<file path="src/rtl/rr_select_arbiter_2x1.sv">
// Two-channel round-robin arbiter with a registered output slot.
// Merges two valid/ready streams into one. S tells the downstream 2:1 mux
// which channel owns the payload currently held in F. Per-channel transfer
// counters are kept for debug visibility.
module rr_select_arbiter_2x1 #(
    parameter int WIDTH = 8,
    parameter int CNTW  = 8
) (
    input  logic             CLK,
    input  logic             RST,
    input  logic             V0,
    input  logic [WIDTH-1:0] I0,
    output logic             R0,
    input  logic             V1,
    input  logic [WIDTH-1:0] I1,
    output logic             R1,
    output logic [WIDTH-1:0] F,
    output logic             FV,
    input  logic             FR,
    output logic             S,
    output logic [CNTW-1:0]  CNT0,
    output logic [CNTW-1:0]  CNT1
);

    logic             fv_r;
    logic [WIDTH-1:0] f_r;
    logic             s_r;
    logic             pri_r;
    logic [CNTW-1:0]  cnt0_r;
    logic [CNTW-1:0]  cnt1_r;

    logic             ld_s;
    logic             grant0_s;
    logic             grant1_s;

    // The slot can take new data when it is empty or being drained this cycle.
    assign ld_s = (~fv_r) | FR;

    // Grant selection: priority pointer breaks ties, lone requester always wins.
    always_comb begin
        grant0_s = 1'b0;
        grant1_s = 1'b0;
        if (RST) begin
            grant0_s = 1'b0;
            grant1_s = 1'b0;
        end else if (!ld_s) begin
            grant0_s = 1'b0;
            grant1_s = 1'b0;
        end else if (V0 && V1) begin
            if (pri_r) begin
                grant1_s = 1'b1;
            end else begin
                grant0_s = 1'b1;
            end
        end else if (V0) begin
            grant0_s = 1'b1;
        end else if (V1) begin
            grant1_s = 1'b1;
        end else begin
            grant0_s = 1'b0;
            grant1_s = 1'b0;
        end
    end

    // Output slot, priority pointer and transfer counters.
    always_ff @(posedge CLK or posedge RST) begin
        if (RST) begin
            fv_r   <= 1'b0;
            f_r    <= {WIDTH{1'b0}};
            s_r    <= 1'b0;
            pri_r  <= 1'b0;
            cnt0_r <= {CNTW{1'b0}};
            cnt1_r <= {CNTW{1'b0}};
        end else if (grant0_s) begin
            fv_r   <= 1'b1;
            f_r    <= I0;
            s_r    <= 1'b0;
            pri_r  <= 1'b1;
            cnt0_r <= cnt0_r + CNTW'(1);
        end else if (grant1_s) begin
            fv_r   <= 1'b1;
            f_r    <= I1;
            s_r    <= 1'b1;
            pri_r  <= 1'b0;
            cnt1_r <= cnt1_r + CNTW'(1);
        end else if (fv_r && FR) begin
            // Drained with nothing to replace it; F and S keep their last values.
            fv_r   <= 1'b0;
        end else begin
            fv_r   <= fv_r;
        end
    end

    assign R0   = grant0_s;
    assign R1   = grant1_s;
    assign F    = f_r;
    assign FV   = fv_r;
    assign S    = s_r;
    assign CNT0 = cnt0_r;
    assign CNT1 = cnt1_r;

endmodule
</file>
<file path="config.mk">
export PLATFORM = sky130hd
export DESIGN_NAME = rr_select_arbiter_2x1
export DESIGN_NICKNAME = d
export VERILOG_FILES = /design/src/rtl/rr_select_arbiter_2x1.sv
export SDC_FILE = /design/constraint.sdc
export NUM_CORES = 1
export LEC_CHECK = 0
export CORE_MARGIN = 8
export CORE_UTILIZATION = 28
export DETAILED_ROUTE_END_ITERATION = 8
export DONT_BUFFER_PORTS = 1
export SYNTH_ARGS = -nofsm -noshare
export SYNTH_HDL_FRONTEND = slang
export SYNTH_SLANG_ARGS = --single-unit
</file>
<file path="constraint.sdc">
create_clock -name CLK -period 1.5 [get_ports CLK]
set_input_delay 0.15 -clock CLK [delete_from_list [all_inputs] [get_ports CLK]]
set_output_delay 0.15 -clock CLK [all_outputs]
set_load 0.1 [all_outputs]
</file>
==> run metrics <==
DRC Markers 0; Worst Hold Path Cells 2; global routing's busiest layer met2; met3 Use GR 0.0449; Yosys top cell area share 0.557; top_reg_cell synth dfrtp_1; clock share of power 0.105; average cell area after synthesis 10.5 um^2; die width 81.8 um; clock skew 6.92 ps; clock buffer depth 2; Synth top cells by count dfrtp_1, nand2_1, a21oi_1; asr flop ratio synth 1.00; post-synth cell types 21; Crit Path Class reg -> out; Yosys reg bits 27; GRT met2 Usage 0.157; smallest hold slack 29.3 ps; RSZ-0062 raised after global routing false; row cnt 24; via count 963; endpoints failing setup 0; Syn Nets 138; Final GP Congestion 0.814; dpl ws 114 ps; Slew @ Worst Pin 335 ps; CTS sink count 27; initial antenna violation count 0; diodes inserted 0; FF+latch area 697 um^2; Worst Slack Setup Final 57.0 ps; Inserted Clock Buffers 3; Worst EP required 1350 ps; Leak Pwr 0.760 nW; part of the power in registers 0.290; HPWL Detailed 2400 um; Remaining Overflow, GRT 0; clk_lat worst skew 270 ps; nature of the critical path endpoint output pin; vias in the first global route 1013; final worst-path cycle share 0.962; Root Buffer clkbuf_8; YS warnings 0; Critical Path Start Type flip-flop; core box area 0.00426 mm^2; largest net degree at the start of global routing 27; Fmax 693 MHz; Max Slew Vio Count 0; fin nets 176; CTS H-tree depth 1; Int Power 1.64 mW; Comb power frac 0.605; Synth area leader dfrtp_1; first-pass GRT wire length 5030 um; Multi-input gate area 499 um^2; post-synthesis cell area 0.00121 mm^2; clk slew on worst S/H paths 100 ps; per-cell routed wire length 15.6 um; status finished, final reports clean; die height 81.8 um; initial drt markers 64; Final Hold Vio Count 0; TritonCTS clock tree built; Synth-to-Final Area Change 35.5%; relative slew slack 0.777; Max VDD drop 1.35 mV; worst r2r path cells 6; input/output buffers 0; pwr dens 2410 mW/mm^2; critical path fanouts, max 5; Initial Utilization 0.284; Sw Share 0.586; # Max-Cap Violations 0; sequential element share of the synthesized area 0.557; final-layout fill cell count 430; P_sw 2.32 mW; share of layout cells above drive strength 1 0.395; fin crit period 1440 ps; die area 0.00669 mm^2; Post-Syn Instances 115; total wire length 3180 um; GRT Total Usage 0.0978; antenna-violating nets left 0; worst hold path type in -> reg; TritonRoute pass-1 iters 4; DR vias/cell 4.72; Synth area leaders dfrtp_1, xnor2_1, a21oi_1; crit path DAT 1290 ps; count leader, synth dfrtp_1; I/O pins 49; EDFF count, synth 0; met1 Usage GRT 0.111
[power by group through the flow]
| stage | Combinational, mW | Clock (mW) | Sequential, mW |
|---|---|---|---|
| 2_1_floorplan | 0.390 | 0 | 2.66 |
| 3_3_place_gp | 2.37 | 0 | 1.15 |
| 3_5_place_dp | 2.39 | 0 | 1.16 |
| 4_1_cts | 2.40 | 0.428 | 1.15 |
| 5_1_grt | 2.49 | 0.453 | 1.19 |
| 6_report | 2.40 | 0.414 | 1.15 |
[routing by layer]
layer  share of wire  vias to the layer above
li1                -                      462
met1            0.42                      460
met2            0.47                       37
met3           0.099                        4
met4           0.013                        0
met5               0                        -
[state kept, by name (all words and copies together) (netlist names)]
name,count
CNT0,8
FV,1
CNT1,8
S,1
pri_r,1
F,8
[stage by stage]
step | TNS (ps) | power [mW] | util | cell area [um^2] | instances
final | 0 | 3.96 | 0.385 | 1640 | 204
after global routing | 0 | 4.13 | 0.385 | 1640 | 204
after CTS | 0 | 3.98 | 0.376 | 1610 | 199
after detailed placement | 0 | 3.55 | 0.357 | 1520 | 194
after global placement | 0 | 3.52 | 0.357 | 1520 | 194
after floorplan | -46.0 | 3.05 | - | 1260 | 115
[worst paths after layout]
path,from,endpoint,slack (ps)
setup / recovery,FV,R1,60
hold / removal,I0[2],F[2],30
setup reg to reg,FV,CNT1[7],60
hold reg to reg,CNT1[7],CNT1[7],470
max in group asynchronous,RST,FV,690
min in group asynchronous,RST,pri_r,250
[layout by cell type, fill, tap and decap left out, drive strengths merged]
master       instances
xor2                 1
dfrtp               27
nand2b               2
a21oi               16
nand2               19
and2                 2
clkinvlp             1
xnor2               13
nand3                4
nor2                10
dlygate4sd3          1
and4                 1
ha                   2
buf                 36
and3                 3
inv                  2
nand4                8
clkbuf               3
clkinv               1
[area by class of cell]
cell class	instances	area share
sequential	27	0.424
multi-input combinational	81	0.304
timing repair buffer	37	0.186
tap	52	0.0396
clock buffer	3	0.0251
inverter	3	0.0183
clock inverter	1	0.00305
[worst max-delay path: stages, from the launching register on]
cell and delay, ps:
dfrtp_4 500, nand2b_4 110, nand4_4 150, inv_8 100, buf_12 170
[kinds of logic after synthesis]
| logic type | share of synthesized area |
|---|---|
| AND/OR/NAND/NOR | 0.217 |
| flip-flops | 0.557 |
| AO/OA/AOI/OAI | 0.0661 |
| XOR/XNOR | 0.101 |
| buffers and inverters | 0.0382 |
| adder cells (fa/ha/maj) | 0.0206 |
[repair_timing]
item,CTS,global route
hold endpoints to repair,27,0
setup endpoints to repair,2,2
pin swaps,0,0
buffers inserted,0,5
resized for setup,8,0
hold buffers,1,0
(Power assumes the default switching activity.)
